File: src/rtl/uop_sequencer_p_pkg.sv
// -----------------------------------------------------------------------------
// uop_sequencer_p_pkg
// Shared definitions for the micro-op sequencer:
//   - seq_state_t : sequencer FSM encoding (IDLE=0, RUN=1)
//   - DEF_*       : default parameter values
//   - zext_next   : how the control-store next-micro-address field is widened
//                   to a full control-store address (plain zero extension)
// -----------------------------------------------------------------------------
package uop_sequencer_p_pkg;

    typedef enum logic {
        ST_IDLE = 1'b0,
        ST_RUN  = 1'b1
    } seq_state_t;

    localparam int DEF_UADDR_W  = 8;
    localparam int DEF_NEXT_W   = 7;
    localparam int DEF_MAX_UOPS = 16;
    localparam int DEF_REP_W    = 32;

    // Keep only the low next_w bits of the field; everything above is zero.
    // The caller resizes the 32-bit result to its address width.
    function automatic logic [31:0] zext_next(input logic [31:0] next_field,
                                              input int          next_w);
        logic [31:0] mask;
        mask = (next_w >= 32) ? 32'hFFFF_FFFF : ((32'd1 << next_w) - 32'd1);
        return next_field & mask;
    endfunction

endpackage

File: src/rtl/uop_sequencer_p_rep_counter.sv
// -----------------------------------------------------------------------------
// uop_rep_counter
// REP iteration down-counter. Loads the iteration count when an instruction is
// accepted and decrements once per completed iteration. It saturates at zero
// so the count can never wrap.
// Ports:
//   clk, reset   : clock, synchronous active-high reset
//   i_load       : load i_load_val (has priority over i_dec)
//   i_load_val   : iteration count to load
//   i_dec        : decrement by one (ignored when already zero)
//   o_count      : current count
//   o_is_one     : count == 1
//   o_is_zero    : count == 0
// -----------------------------------------------------------------------------
module uop_rep_counter #(
    parameter int REP_W = 32
) (
    input  logic             clk,
    input  logic             reset,
    input  logic             i_load,
    input  logic [REP_W-1:0] i_load_val,
    input  logic             i_dec,
    output logic [REP_W-1:0] o_count,
    output logic             o_is_one,
    output logic             o_is_zero
);

    logic [REP_W-1:0] r_count;

    always_ff @(posedge clk) begin
        if (reset) begin
            r_count <= '0;
        end else if (i_load) begin
            r_count <= i_load_val;
        end else if (i_dec && (r_count != '0)) begin
            r_count <= r_count - REP_W'(1);
        end
    end

    assign o_count   = r_count;
    assign o_is_one  = (r_count == REP_W'(1));
    assign o_is_zero = (r_count == '0);

endmodule

File: src/rtl/uop_sequencer_p.sv
// -----------------------------------------------------------------------------
// uop_sequencer_p
// Micro-op sequencer between decode stage 1 and the control-store lookup.
// Accepts one instruction at a time and emits one control-store address per
// cycle, walking multi-uop instructions via the external control store
// (cs_more / cs_next_addr answer combinationally for out_addr) and replaying
// the body for REP prefixes.
//
// Handshake rule (both sides): a transfer happens on a rising clock edge where
// valid and ready are both high. valid, once raised, is held with stable data
// until the transfer; ready may depend combinationally on the other side.
//
// Ports:
//   clk, reset                 : clock, synchronous active-high reset
//   in_valid/in_ready          : instruction handshake from decode stage 1
//   in_addr, in_opsize         : first-uop address and its opsize
//   in_rep_en, in_rep_count    : REP prefix and iteration count
//   cs_more, cs_next_addr      : control word for out_addr (another uop follows
//                                / next micro-address field)
//   flush                      : drop everything, return to IDLE
//   out_valid/out_ready        : uop handshake to the AG latch
//   out_addr, out_opsize       : control-store address and opsize (first uop only)
//   out_first, out_last, out_idx : uop position within the instruction
//   rep_skip                   : pulse, REP accepted with count 0
//   uop_err                    : pulse, MAX_UOPS overflow
//   o_dbg_state                : current FSM state
// -----------------------------------------------------------------------------
module uop_sequencer_p
    import uop_sequencer_p_pkg::*;
#(
    parameter int UADDR_W  = DEF_UADDR_W,
    parameter int NEXT_W   = DEF_NEXT_W,
    parameter int MAX_UOPS = DEF_MAX_UOPS,
    parameter int REP_W    = DEF_REP_W,
    localparam int IDX_W   = (MAX_UOPS > 1) ? $clog2(MAX_UOPS) : 1
) (
    input  logic               clk,
    input  logic               reset,
    input  logic               in_valid,
    output logic               in_ready,
    input  logic [UADDR_W-1:0] in_addr,
    input  logic               in_opsize,
    input  logic               in_rep_en,
    input  logic [REP_W-1:0]   in_rep_count,
    input  logic               cs_more,
    input  logic [NEXT_W-1:0]  cs_next_addr,
    input  logic               flush,
    output logic               out_valid,
    input  logic               out_ready,
    output logic [UADDR_W-1:0] out_addr,
    output logic               out_opsize,
    output logic               out_first,
    output logic               out_last,
    output logic [IDX_W-1:0]   out_idx,
    output logic               rep_skip,
    output logic               uop_err,
    output seq_state_t         o_dbg_state
);

    // ---------------- registers ----------------
    seq_state_t         r_state;
    logic [UADDR_W-1:0] r_addr;
    logic               r_opsize;
    logic [IDX_W-1:0]   r_idx;
    logic               r_first;
    logic [UADDR_W-1:0] r_base_addr;
    logic               r_base_opsize;
    logic               r_rep_active;
    logic               r_rep_skip;
    logic               r_uop_err;

    // ---------------- next-state wires ----------------
    seq_state_t         w_nxt_state;
    logic [UADDR_W-1:0] w_nxt_addr;
    logic               w_nxt_opsize;
    logic [IDX_W-1:0]   w_nxt_idx;
    logic               w_nxt_first;
    logic [UADDR_W-1:0] w_nxt_base_addr;
    logic               w_nxt_base_opsize;
    logic               w_nxt_rep_active;
    logic               w_nxt_rep_skip;
    logic               w_nxt_uop_err;
    logic               w_rep_load;
    logic               w_rep_dec;

    // ---------------- decode wires ----------------
    logic               w_out_valid;
    logic               w_fire_in;
    logic               w_fire_out;
    logic               w_idx_max;
    logic               w_ovf;
    logic               w_uop_last;
    logic               w_iter_last;
    logic               w_end;
    logic               w_iter_done;
    logic               w_rep_zero_req;
    logic [UADDR_W-1:0] w_next_ext;
    logic [REP_W-1:0]   w_rep_count;
    logic               w_rep_one;
    logic               w_rep_zero;

    uop_rep_counter #(
        .REP_W (REP_W)
    ) u_rep_counter (
        .clk        (clk),
        .reset      (reset),
        .i_load     (w_rep_load),
        .i_load_val (in_rep_count),
        .i_dec      (w_rep_dec),
        .o_count    (w_rep_count),
        .o_is_one   (w_rep_one),
        .o_is_zero  (w_rep_zero)
    );

    assign w_next_ext  = UADDR_W'(zext_next(32'(cs_next_addr), NEXT_W));

    assign w_out_valid = (r_state == ST_RUN);
    assign w_idx_max   = (r_idx == IDX_W'(MAX_UOPS - 1));
    // Overflow: the control word still asks for more but the index is used up.
    assign w_ovf       = cs_more & w_idx_max;
    assign w_uop_last  = !cs_more | w_idx_max;
    // Overflow terminates the instruction and discards remaining iterations.
    // The zero term only guards against a counter that somehow reached zero.
    assign w_iter_last = !r_rep_active | w_rep_one | w_rep_zero | w_ovf;

    assign w_fire_out  = w_out_valid & out_ready;
    assign w_end       = w_fire_out & w_uop_last;
    assign w_iter_done = w_end & w_iter_last;

    assign in_ready    = !flush & ((r_state == ST_IDLE) | w_iter_done);
    assign w_fire_in   = in_valid & in_ready;
    assign w_rep_zero_req = in_rep_en & (in_rep_count == '0);

    // ---------------- next-state logic ----------------
    always_comb begin
        w_nxt_state       = r_state;
        w_nxt_addr        = r_addr;
        w_nxt_opsize      = r_opsize;
        w_nxt_idx         = r_idx;
        w_nxt_first       = r_first;
        w_nxt_base_addr   = r_base_addr;
        w_nxt_base_opsize = r_base_opsize;
        w_nxt_rep_active  = r_rep_active;
        w_nxt_rep_skip    = 1'b0;
        w_nxt_uop_err     = 1'b0;
        w_rep_load        = 1'b0;
        w_rep_dec         = 1'b0;

        if (flush) begin
            // The presented uop is dropped even if out_ready is high.
            w_nxt_state      = ST_IDLE;
            w_nxt_idx        = '0;
            w_nxt_rep_active = 1'b0;
            w_nxt_first      = 1'b0;
        end else begin
            if (w_fire_out) begin
                w_nxt_uop_err = w_ovf;
                if (!w_end) begin
                    // Continue the current iteration.
                    w_nxt_addr   = w_next_ext;
                    w_nxt_opsize = 1'b0;
                    w_nxt_idx    = r_idx + IDX_W'(1);
                    w_nxt_first  = 1'b0;
                end else if (!w_iter_done) begin
                    // Replay the body for the next REP iteration.
                    w_nxt_addr   = r_base_addr;
                    w_nxt_opsize = r_base_opsize;
                    w_nxt_idx    = '0;
                    w_nxt_first  = 1'b1;
                    w_rep_dec    = 1'b1;
                end else begin
                    w_nxt_state      = ST_IDLE;
                    w_nxt_rep_active = 1'b0;
                end
            end

            // in_ready guarantees this only happens from IDLE or on iter_done,
            // so it overrides the instruction-end branch above without a bubble.
            if (w_fire_in) begin
                if (w_rep_zero_req) begin
                    w_nxt_rep_skip   = 1'b1;
                    w_nxt_state      = ST_IDLE;
                    w_nxt_rep_active = 1'b0;
                end else begin
                    w_nxt_state       = ST_RUN;
                    w_nxt_addr        = in_addr;
                    w_nxt_opsize      = in_opsize;
                    w_nxt_idx         = '0;
                    w_nxt_first       = 1'b1;
                    w_nxt_base_addr   = in_addr;
                    w_nxt_base_opsize = in_opsize;
                    w_nxt_rep_active  = in_rep_en;
                    w_rep_load        = 1'b1;
                end
            end
        end
    end

    // ---------------- state registers ----------------
    always_ff @(posedge clk) begin
        if (reset) begin
            r_state       <= ST_IDLE;
            r_addr        <= '0;
            r_opsize      <= 1'b0;
            r_idx         <= '0;
            r_first       <= 1'b0;
            r_base_addr   <= '0;
            r_base_opsize <= 1'b0;
            r_rep_active  <= 1'b0;
            r_rep_skip    <= 1'b0;
            r_uop_err     <= 1'b0;
        end else begin
            r_state       <= w_nxt_state;
            r_addr        <= w_nxt_addr;
            r_opsize      <= w_nxt_opsize;
            r_idx         <= w_nxt_idx;
            r_first       <= w_nxt_first;
            r_base_addr   <= w_nxt_base_addr;
            r_base_opsize <= w_nxt_base_opsize;
            r_rep_active  <= w_nxt_rep_active;
            r_rep_skip    <= w_nxt_rep_skip;
            r_uop_err     <= w_nxt_uop_err;
        end
    end

    // ---------------- outputs ----------------
    assign out_valid   = w_out_valid;
    assign out_addr    = r_addr;
    assign out_opsize  = r_opsize;
    assign out_first   = r_first;
    assign out_idx     = r_idx;
    assign out_last    = w_out_valid & w_uop_last & w_iter_last;
    assign rep_skip    = r_rep_skip;
    assign uop_err     = r_uop_err;
    assign o_dbg_state = r_state;

    // The full count is only consumed through the is_one/is_zero flags.
    logic w_unused_count;
    assign w_unused_count = ^w_rep_count;

endmodule

File: config.mk
export PLATFORM = sky130hd
export DESIGN_NAME = uop_sequencer_p
export DESIGN_NICKNAME = d
export VERILOG_FILES = /design/src/rtl/uop_sequencer_p_pkg.sv /design/src/rtl/uop_sequencer_p_rep_counter.sv /design/src/rtl/uop_sequencer_p.sv
export SDC_FILE = /design/constraint.sdc
export NUM_CORES = 1
export LEC_CHECK = 0
export CAP_MARGIN = 10
export CORE_MARGIN = 1.5
export CORE_UTILIZATION = 40
export DETAILED_ROUTE_END_ITERATION = 10
export PLACE_DENSITY = 0.68
export REMOVE_ABC_BUFFERS = 1
export SLEW_MARGIN = 5
export SYNTH_ARGS = -nofsm -noshare
export SYNTH_HDL_FRONTEND = slang
export SYNTH_SLANG_ARGS = --single-unit
File: constraint.sdc
create_clock -name clk -period 4.5 [get_ports clk]
set_input_delay 0.675 -clock clk [delete_from_list [all_inputs] [get_ports clk]]
set_output_delay 0.675 -clock clk [all_outputs]
set_load 0.02 [all_outputs]
==> insert_results.sql, run 1 <==
INSERT INTO impl_metrics (metric_group, metric, value, unit) VALUES
('outcome', 'outcome', 'finished clean', ''),
('min_path', 'min-delay-path-class', 'register to register', ''),
('cts', 'hold_buf_count_cts', '0', ''),
('cts', 'cts-htree-levels', '3', ''),
('global_routing', 'via_count_of_the_first_global_routing_pass', '3409', ''),
('global_routing', 'first_pass_grt_wire_length', '16560', 'um'),
('cts', 'insertion_delay', '0.34', 'ns'),
('cts', 'clock_sink_count', '59', ''),
('cts', 'post_cts_buffers', '0', ''),
('yosys', 'netlist_area', '3281', 'um2'),
('global_routing', 'maximum_number_of_pins_on_one_net_before_global_route_repair', '46', ''),
('pwr', 'cellLeakagePower', '1.450', 'nW'),
('yosys', 'post_synth_edffs', '0', ''),
('setup_path', 'required', '3.83', 'ns'),
('final_layout', 'antenna_cells', '0', ''),
('yosys', 'share_of_flip_flops_with_an_asynchronous_set_or_reset_after_synthesis', '0', '%'),
('cts', 'tritoncts.num_buffers', '9', ''),
('timing', 'slew_violations', '0', ''),
('floorplanning', 'initial_utilization', '41.80', '%'),
('global_routing', 'grt_antenna_before_repair', '0', ''),
('floorplanning', 'design.portCount', '75', ''),
('setup_path', 'critical_path_arrival', '3.23', 'ns'),
('placement', 'place_hpwl', '7111', 'um'),
('timing', 'final.hold.worst_slack', '0.4601', 'ns'),
('yosys', 'avgSynthCellArea', '8.080', 'um2'),
('timing', 'worst_pin_slew', '0.9561', 'ns'),
('cts', 'cts_resized', '0', ''),
('pwr', 'vdd_drop_max', '0.1606', 'mV'),
('timing', 'tns', '0', 'ns'),
('timing', 'setup_viol', '0', ''),
('placement', 'final_wtd_congestion', '0.8730', ''),
('routing', 'wirelength', '10020', 'um'),
('yosys', 'register_area_share_after_synthesis', '36.00', '%'),
('global_routing', 'gr-usage-all-layers', '23.89', '%'),
('final_layout', 'share_of_post_route_cells_with_drive_strength_above_1', '7.531', '%'),
('final_layout', 'area_growth_from_synthesis_to_layout', '30.55', '%'),
('floorplanning', 'dieArea', '8753', 'um2'),
('placement', 'post-place-cells', '563', ''),
('cts', 'clk_pin_slew', '0.07', 'ns'),
('setup_path', 'crit_path_max_fanout', '8', ''),
('yosys', 'synthCells', '406', ''),
('final_layout', 'final_cell_count_no_fill', '580', ''),
('setup_path', 'crit_path_start_kind', 'register', ''),
('routing', 'drt_first_iter_violations', '224', ''),
('timing', 'time_the_final_worst_path_needs_with_i_o_delays_and_setup', '3.907', 'ns'),
('timing', 'timing.fmax', '256.0', 'MHz'),
('timing', 'postLayoutSetupSlackWorst', '0.5931', 'ns'),
('timing', 'unrepaired_setup_endpoints_after_global_routing', 'no', ''),
('cts', 'clock_tree.buffer_depth', '2', ''),
('yosys', 'ys_dominant_reg_cell', 'dfxtp_1', ''),
('pwr', 'p_per_area', '298.4', 'nW/um2'),
('timing', 'timing.final.hold_violations', '0', ''),
('routing', 'via_density', '6.134', ''),
('setup_path', 'end_kind', 'output pin', ''),
('yosys', 'synth-warning-count', '0', ''),
('routing', 'final_antenna_net_count', '0', ''),
('job', 'cap_violations', '0', ''),
('yosys', 'synth.ff_latch_count', '59', ''),
('floorplanning', 'die_height', '93.56', 'um'),
('cts', 'cts.root.buffer_cell', 'clkbuf_8', ''),
('timing', 'period_share', '86.82', '%'),
('yosys', 'yosys.cell_types.count', '61', ''),
('placement', 'portBuffers', '74', ''),
('global_routing', 'grt-ovfl-total', '0', ''),
('timing', 'timing.clock.skew', '0.009228', 'ns'),
('floorplanning', 'fp.dieW', '93.56', 'um'),
('placement', 'detailedPlace.worstSlack', '0.9292', 'ns'),
('routing', 'detail_route.wl_per_cell', '17.28', 'um'),
('final_layout', 'finish.net_count', '531', ''),
('routing', 'residual_drc_count', '0', ''),
('floorplanning', 'floorplan.rows', '32', ''),
('routing', 'vias_after_detailed_routing', '3558', ''),
('final_layout', 'finish.utilization', '54.58', '%'),
('cts', 'tritoncts', 'done', ''),
('floorplanning', 'fp.coreArea', '7848', 'um2'),
('routing', 'drt_pass1_iterations', '6', ''),
('timing', 'relative_slew_margins', '35.36', '%'),
('setup_path', 'crit_type', 'register to output pin', '');
## critical path, stage by stage (launching register included)
cell	delay (ns)
dfxtp_1	0.37
nor4_2	0.60
o2111ai_1	0.37
nor3_1	0.44
o21a_1	0.35
and2_1	0.17
clkdlybuf4s50_1	0.59
## synth_stat cells, types with 4 or more instances
cell type	count	area share, %
o311ai_0	9	2.4
or4_1	4	0.92
a221oi_1	5	1.3
nor2_1	34	3.9
buf_2	4	0.61
nand3_1	14	2.1
a31oi_1	11	2.1
and3_1	4	0.76
or2_2	5	0.95
dfxtp_1	59	36
nand2b_1	5	0.95
nand2_1	52	5.9
nor3_1	8	1.2
a21oi_1	27	4.1
o21ai_0	9	1.4
a221o_1	6	1.8
a32oi_1	7	1.9
clkbuf_1	16	1.8
nand4_1	8	1.5
nor4_1	17	3.2
inv_1	11	1.3
o211ai_1	6	1.4
a211oi_1	16	3.7
or3_1	12	2.3
## cells in the final DEF (no fill, tap or decap), drive strengths merged, types with 6 or more instances in the layout
master         instances
nand3                 14
inv                   11
a31oi                 11
or3                   12
nand2                 52
a221o                  6
nand4                  8
nor2                  34
nor3                   8
buf                    6
clkbuf                11
dfxtp                 59
o311ai                 9
o211ai                 6
a21oi                 27
nor4                  19
clkdlybuf4s50         74
o21ai                  9
a32oi                  7
a211oi                16
## worst paths after layout
path                                    startpoint                                      to  slack [ns]  cells after the start
max reg2reg  u_rep_counter.o_count[5]$_SDFFE_PP0P_  u_rep_counter.o_count[12]$_SDFFE_PP0P_        1.16                      6
min reg2reg            r_base_addr[4]$_SDFFE_PP0P_             r_base_addr[4]$_SDFFE_PP0P_        0.46                      2
max          u_rep_counter.o_count[5]$_SDFFE_PP0P_                                out_last        0.59                      6
min                    r_base_addr[4]$_SDFFE_PP0P_             r_base_addr[4]$_SDFFE_PP0P_        0.46                      2
## sequential cells by signal (all words and copies together), names as in the netlist
register               flops
r_base_addr                8
out_idx                    4
r_base_opsize              1
out_first                  1
o_dbg_state                1
r_rep_active               1
rep_skip                   1
u_rep_counter.o_count     32
uop_err                    1
out_addr                   8
out_opsize                 1
## metal layers
metal	global-route usage (%)	wire length, um	vias up
li1	-	-	1712
met1	31.87	4481	1692
met2	38.53	4753	143
met3	4.797	654	11
met4	7.711	129	0
met5	0	0	-
## final cells by class
type | count | area [um2]
sequential | 59 | 1181
multi-input combinational | 312 | 1948
tap | 102 | 127.6
clock inverter | 5 | 27.53
clock buffer | 11 | 151.4
timing repair buffer | 80 | 805.8
fill | 737 | 3565
inverter | 11 | 41.29
## power breakdown
part	internal, mW	total (mW)	switching [mW]	leakage [nW]
registers	0.547	0.567	0.0207	0.482
logic	0.117	0.264	0.147	0.873
clock network	0.226	0.447	0.221	0.0949
total	0.889	1.28	0.389	1.45
## logic make-up after synthesis
family / share of synthesized area, %
buffers and inverters: 4.729
muxes: 0.6102
xor gates and xnor gates: 0.8011
AOI/OAI and AO/OA: 29.48
adders and majority gates: 1.144
and+or+nand+nor: 27.23
DFF: 36.00
## metrics by stage
stage | power, mW | area (um2)
floorplan | 0.7113 | 3167
global placement | 0.8311 | 4076
detailed placement | 0.8349 | 4076
CTS | 1.279 | 4255
global route | 1.334 | 4283
finish | 1.278 | 4283
No activity file was read; power rests on OpenSTA's default activity.
==> run 2, diff against run 1 <==
- CORE_ASPECT_RATIO: not set -> 1.25
==> insert_results.sql, run 2 (synthesis gave the netlist of run 1 again) <==
INSERT INTO impl_metrics (metric_group, metric, value, unit) VALUES
('final_layout', 'final_cell_count_no_fill', '573', ''),
('floorplanning', 'fp.dieW', '84', 'um'),
('cts', 'post_cts_buffers', '0', ''),
('setup_path', 'r2r_setup_slack', '0.99', 'ns'),
('cts', 'clk_pin_slew', '0.08', 'ns'),
('setup_path', 'critical_path.cell_chain', 'nor4_1 > nand4_1 > nor3_1 > o21a_1 > and2_1 > clkdlybuf4s50_1', ''),
('timing', 'setup_viol', '0', ''),
('final_layout', 'area_growth_from_synthesis_to_layout', '30.40', '%'),
('routing', 'residual_drc_count', '0', ''),
('routing', 'detail_route.wl_per_cell', '17.88', 'um'),
('min_path', 'min_to', 'r_base_addr[6]$_SDFFE_PP0P_', ''),
('placement', 'post-place-cells', '557', ''),
('global_routing', 'via_count_of_the_first_global_routing_pass', '3387', ''),
('placement', 'portBuffers', '74', ''),
('timing', 'time_the_final_worst_path_needs_with_i_o_delays_and_setup', '3.883', 'ns'),
('setup_path', 'critPathMaxStageDelay', '0.69', 'ns'),
('min_path', 'min-delay-path-class', 'register to register', ''),
('pwr', 'cellLeakagePower', '1.439', 'nW'),
('min_path', 'worst_hold_depth', '2', ''),
('timing', 'timing.clock.skew', '0.009917', 'ns'),
('global_routing', 'grt-ovfl-total', '0', ''),
('timing', 'tns', '0', 'ns'),
('final_layout', 'layout_common_cells', '74 x clkdlybuf4s50_1, 59 x dfxtp_1, 52 x nand2_1', ''),
('setup_path', 'cpLargestDelayFamily', 'simple AND/OR/NAND/NOR gates', ''),
('cts', 'cts-htree-levels', '3', ''),
('final_layout', 'antenna_cells', '0', ''),
('cts', 'tritoncts', 'done', ''),
('floorplanning', 'design.portCount', '75', ''),
('timing', 'period_share', '86.29', '%'),
('cts', 'cts.root.buffer_cell', 'clkbuf_8', ''),
('setup_path', 'crit_path_start_kind', 'register', ''),
('global_routing', 'grt_antenna_before_repair', '0', ''),
('cts', 'clock_tree.buffer_depth', '2', ''),
('min_path', 'min-delay-start', 'r_base_addr[6]$_SDFFE_PP0P_', ''),
('pwr', 'vdd_drop_max', '0.1635', 'mV'),
('final_layout', 'finish.net_count', '531', ''),
('setup_path', 'regToRegEndpoint', 'u_rep_counter.o_count[12]$_SDFFE_PP0P_', ''),
('setup_path', 'critical_path_buf_inv_count', '1', ''),
('final_layout', 'share_of_post_route_cells_with_drive_strength_above_1', '7.531', '%'),
('floorplanning', 'dieArea', '8757', 'um2'),
('global_routing', 'maximum_number_of_pins_on_one_net_before_global_route_repair', '47', ''),
('global_routing', 'first_pass_grt_wire_length', '16770', 'um'),
('setup_path', 'crit_path_max_fanout', '8', ''),
('setup_path', 'crit_type', 'register to output pin', ''),
('outcome', 'outcome', 'finished clean', ''),
('routing', 'drt_pass1_iterations', '5', ''),
('floorplanning', 'die_height', '104.3', 'um'),
('floorplanning', 'fp.coreArea', '7883', 'um2'),
('cts', 'hold_buf_count_cts', '0', ''),
('global_routing', 'gr-usage-all-layers', '23.48', '%'),
('cts', 'clock_sink_count', '59', ''),
('setup_path', 'required', '3.83', 'ns'),
('timing', 'relative_slew_margins', '27.32', '%'),
('setup_path', 'worstRegToRegCells', '6', ''),
('setup_path', 'end_kind', 'output pin', ''),
('final_layout', 'finish.utilization', '54.27', '%'),
('floorplanning', 'floorplan.rows', '36', ''),
('job', 'cap_violations', '0', ''),
('placement', 'final_wtd_congestion', '0.8682', ''),
('placement', 'place_hpwl', '7235', 'um'),
('timing', 'timing.final.hold_violations', '0', ''),
('cts', 'insertion_delay', '0.35', 'ns'),
('timing', 'slew_violations', '0', ''),
('cts', 'tritoncts.num_buffers', '9', ''),
('routing', 'drt_first_iter_violations', '306', ''),
('cts', 'cts_resized', '0', ''),
('setup_path', 'critPathSlowestCell', 'nor4_1', ''),
('routing', 'vias_after_detailed_routing', '3568', ''),
('pwr', 'p_per_area', '310.5', 'nW/um2'),
('final_layout', 'commonest_non_fill_non_tap_cell_in_the_layout', 'clkdlybuf4s50_1', ''),
('routing', 'final_antenna_net_count', '0', ''),
('timing', 'unrepaired_setup_endpoints_after_global_routing', 'no', ''),
('timing', 'worst_pin_slew', '1.090', 'ns'),
('timing', 'timing.fmax', '257.5', 'MHz'),
('floorplanning', 'initial_utilization', '41.62', '%'),
('setup_path', 'regToRegStartpoint', 'u_rep_counter.o_count[11]$_SDFFE_PP0P_', ''),
('routing', 'wirelength', '10240', 'um'),
('setup_path', 'critical_path_arrival', '3.21', 'ns'),
('final_layout', 'largest_register_ffs', '32', ''),
('routing', 'via_density', '6.227', '');
-- run 2: cell count changes in the layout (fill, tap and decap cells not counted) --
cell,delta
clkinv_2,-4
clkinv_4,+3
clkbuf_8,-2
clkinvlp_4,+2
buf_16,-1
buf_4,+1
bufinv_16,+1
-- run 2: layout make-up --
| type | count | area, um2 |
|---|---|---|
| fill | 728 | 3605 |
| sequential | 59 | 1181 |
| clock inverter | 7 | 78.83 |
| timing repair buffer | 80 | 785.8 |
| multi-input combinational | 312 | 1948 |
| inverter | 11 | 41.29 |
| tap | 95 | 118.9 |
| clock buffer | 9 | 123.9 |
-- run 2: power breakdown --
group | leakage, nW | internal (mW) | total (mW) | switching, mW
logic | 0.866 | 0.115 | 0.262 | 0.146
registers | 0.482 | 0.546 | 0.568 | 0.0214
clock network | 0.0916 | 0.258 | 0.499 | 0.241
-- run 2: how the worst max path moves through the flow --
stage                                           start                                      to  slack, ns  depth (start not counted)
2_1_floorplan                   out_idx[0]$_SDFF_PP0_   u_rep_counter.o_count[0]$_SDFFE_PP0P_       0.32                          7
3_5_place_dp                                out_ready  u_rep_counter.o_count[12]$_SDFFE_PP0P_       0.89                          7
3_3_place_gp                         in_rep_count[16]   u_rep_counter.o_count[0]$_SDFFE_PP0P_       0.96                          7
5_1_grt        u_rep_counter.o_count[11]$_SDFFE_PP0P_                                out_last       0.50                          6
4_1_cts        u_rep_counter.o_count[11]$_SDFFE_PP0P_                                out_last       0.66                          6
6_report       u_rep_counter.o_count[11]$_SDFFE_PP0P_                                out_last       0.62                          6
-- run 2: stage by stage --
stage          hold WS, ns  setup WS (ns)  area (um2)  power [mW]
3_3_place_gp        0.4450         0.9648        4075      0.8352
4_1_cts             0.4651         0.6567        4278       1.327
3_5_place_dp        0.4454         0.8909        4075      0.8367
2_1_floorplan       0.4297         0.3235        3167      0.7113
6_report            0.4653         0.6171        4278       1.328
5_1_grt             0.4803         0.4981        4278       1.382
-- run 2: worst min-delay path, delay by kind of cell, from the launching register on --
kind	cells	cell delay, ns
and+or+nand+nor	1	0.05
AOI/OAI and AO/OA	1	0.05
DFF	1	0.32
-- run 2: routing by layer --
metal / GRT usage [%] / up-vias / part of all wire, %
met5: 0 / - / 0
met4: 9.836 / 0 / 2.3
met3: 3.889 / 20 / 6.6
li1: - / 1711 / -
met2: 39.34 / 166 / 48
met1: 29.73 / 1671 / 43
==> variant (config.mk and constraints of run 1) <==
Change the package constant `DEF_NEXT_W` from 7 to 9.
--- a/src/rtl/uop_sequencer_p_pkg.sv
+++ b/src/rtl/uop_sequencer_p_pkg.sv
@@ -14,7 +14,7 @@
     } seq_state_t;
 
     localparam int DEF_UADDR_W  = 8;
-    localparam int DEF_NEXT_W   = 7;
+    localparam int DEF_NEXT_W   = 9;
     localparam int DEF_MAX_UOPS = 16;
     localparam int DEF_REP_W    = 32;
 
Interface: changed (resized cs_next_addr); port bits go from 75 to 77. The function was not compared with the original's and may differ.
==> variant against run 1 <==
  * Routed wire length is 6.4% higher
  * Cell count is 5.9% higher
  * Critical endpoint unchanged
  * Worst setup slack worse by 87 ps
  * Sequential share of layout area is 0.95 points lower
  * Synthesized area is 4.3% higher
  * Largest cell class unchanged
  * Power is 2.7% higher
  * Design area is 3.6% higher
  * Sequential cell count stayed put
  * Combinational power is 3% higher
  * Global-route usage is 0.51 points higher
  * Highest routed layer unchanged
  * Worst hold slack worse by 2.0 ps
==> variant: results (changes against run 1) <==
Parameter                              Value

Global routing
  Vias in the first global route    3,654 (+7.2%)
  Global-route total usage across every layer    0.244 (+0.00506)
  Met1 track utilization from global routing    0.316 (-0.00251)
  First-pass GRT wire length    17.3 mm (+4.7%)
  Pin count of the biggest net entering global routing    44 (-4.3%)
  Met2 Track Usage GR    0.389 (+0.00362)
  Met3 usage    0.0566 (+0.00865)

Power
  Cell-internal power    0.000933 W (+4.9%)
  Reported leakage power    1.52 nW (+4.5%)
  Worst voltage drop across the vdd grid    0.161 mV (+0.43%)
  Share of total power in sequential cells    0.435 (-0.009)

Detailed routing
  Number of detailed-routing iterations run before antenna repair    4 (-2)
  Detail Route met3 WL    843 um (+29%)
  DR WL/cell    17.4 um (+0.51%)
  DRT met1 WL    4.66 mm (+3.9%)
  Post-DR vias/cell    6.14 (about the same)
  Drt total wl    10.7 mm (+6.4%)

Worst setup path
  Largest stage delay, worst path    700 ps (+100 ps)
  Cell with the largest stage delay on the worst path    sky130_fd_sc_hd__or4_1
  CP Launch Point    u_rep_counter.o_count[4]

Placement
  Placed Cells incl. Taps    600 (+6.6%)
  Worst setup slack before clock tree synthesis    804 ps (-125 ps)
  HPWL reported at the end of detailed placement    7.54 mm (+6.1%)
  Placed instance area    4250 um^2 (+4.4%)
  Port buffer count    75 (+1.4%)

Synth
  Biggest area contributors in the synthesized netlist    sky130_fd_sc_hd__dfxtp_1 (35%), sky130_fd_sc_hd__nand2_1 (7.1%), sky130_fd_sc_hd__a21oi_1 (5.1%)
  Compound-gate portion of the synthesized area    0.276 (-0.0190)
  Proportion of synthesized area in mux cells    0 (-0.00610)
  Proportion of synthesized chip area in sequential cells    0.345 (-0.0147)
  Average cell area after synthesis    7.85 um^2 (-2.9%)
  Xor/xnor cell area share of the yosys netlist    0.00512 (-0.00289)

Final layout
  Fraction of layout instances using a drive strength above 1    0.0648 (-0.0105)
  Filler instances    811 (+10%)

STA
  Skew final    10.9 ps (+1.64 ps)
  Pin slew with the least headroom to its limit    933 ps (-23.1 ps)

Run status
  Result of the run    finished, final reports clean

Min path
  Start point of the worst min-delay path    r_base_addr[7]
variant: power groups by stage:
stage               Clock, W  Sequential [W]  Combinational [W]
floorplan                  0        0.000582           0.000143
global placement           0        0.000581           0.000266
detailed placement         0        0.000582           0.000269
CTS                 0.000478        0.000570           0.000270
global route        0.000504        0.000574           0.000297
finish              0.000470        0.000571           0.000272
variant: layout make-up:
cell class                      instances  area [um^2]  share of cell area
Inverter                               11         41.3             0.00931
Multi-Input combinational cell        343         2100               0.473
Timing Repair Buffer                   82          803               0.181
Clock inverter                          3         40.0             0.00903
Sequential cell                        59         1180               0.266
Tap cell                              105          131              0.0296
Clock buffer                           11          141              0.0319
variant: path summary, 6_finish.rpt:
check	endpoint	slack, ps	cells past startpoint
max	out_last	510	6
min	r_base_addr[7]	460	2
max reg2reg	u_rep_counter.o_count[29]	1080	8
min reg2reg	r_base_addr[7]	460	2
variant: cell families (layout without fill, tap and decap cells):
| group | after synthesis | count (layout) |
|---|---|---|
| AND/OR/NAND/NOR | 201 | 201 |
| flip-flops | 59 | 59 |
| buffers and inverters | 34 | 107 |
| XOR/XNOR | 2 | 2 |
| adder cells (fa/ha/maj) | 3 | 3 |
| AO/OA/AOI/OAI | 137 | 137 |
variant: worst reg2reg max path, cell delays in order, from the launching register on:
cell                       delay (ps)
sky130_fd_sc_hd__dfxtp_1          370
sky130_fd_sc_hd__or4_1            700
sky130_fd_sc_hd__nor4_4           350
sky130_fd_sc_hd__nand4_2          230
sky130_fd_sc_hd__a211oi_4         860
sky130_fd_sc_hd__buf_4            400
sky130_fd_sc_hd__buf_4            200
sky130_fd_sc_hd__a22oi_1           90
sky130_fd_sc_hd__a21oi_1          150
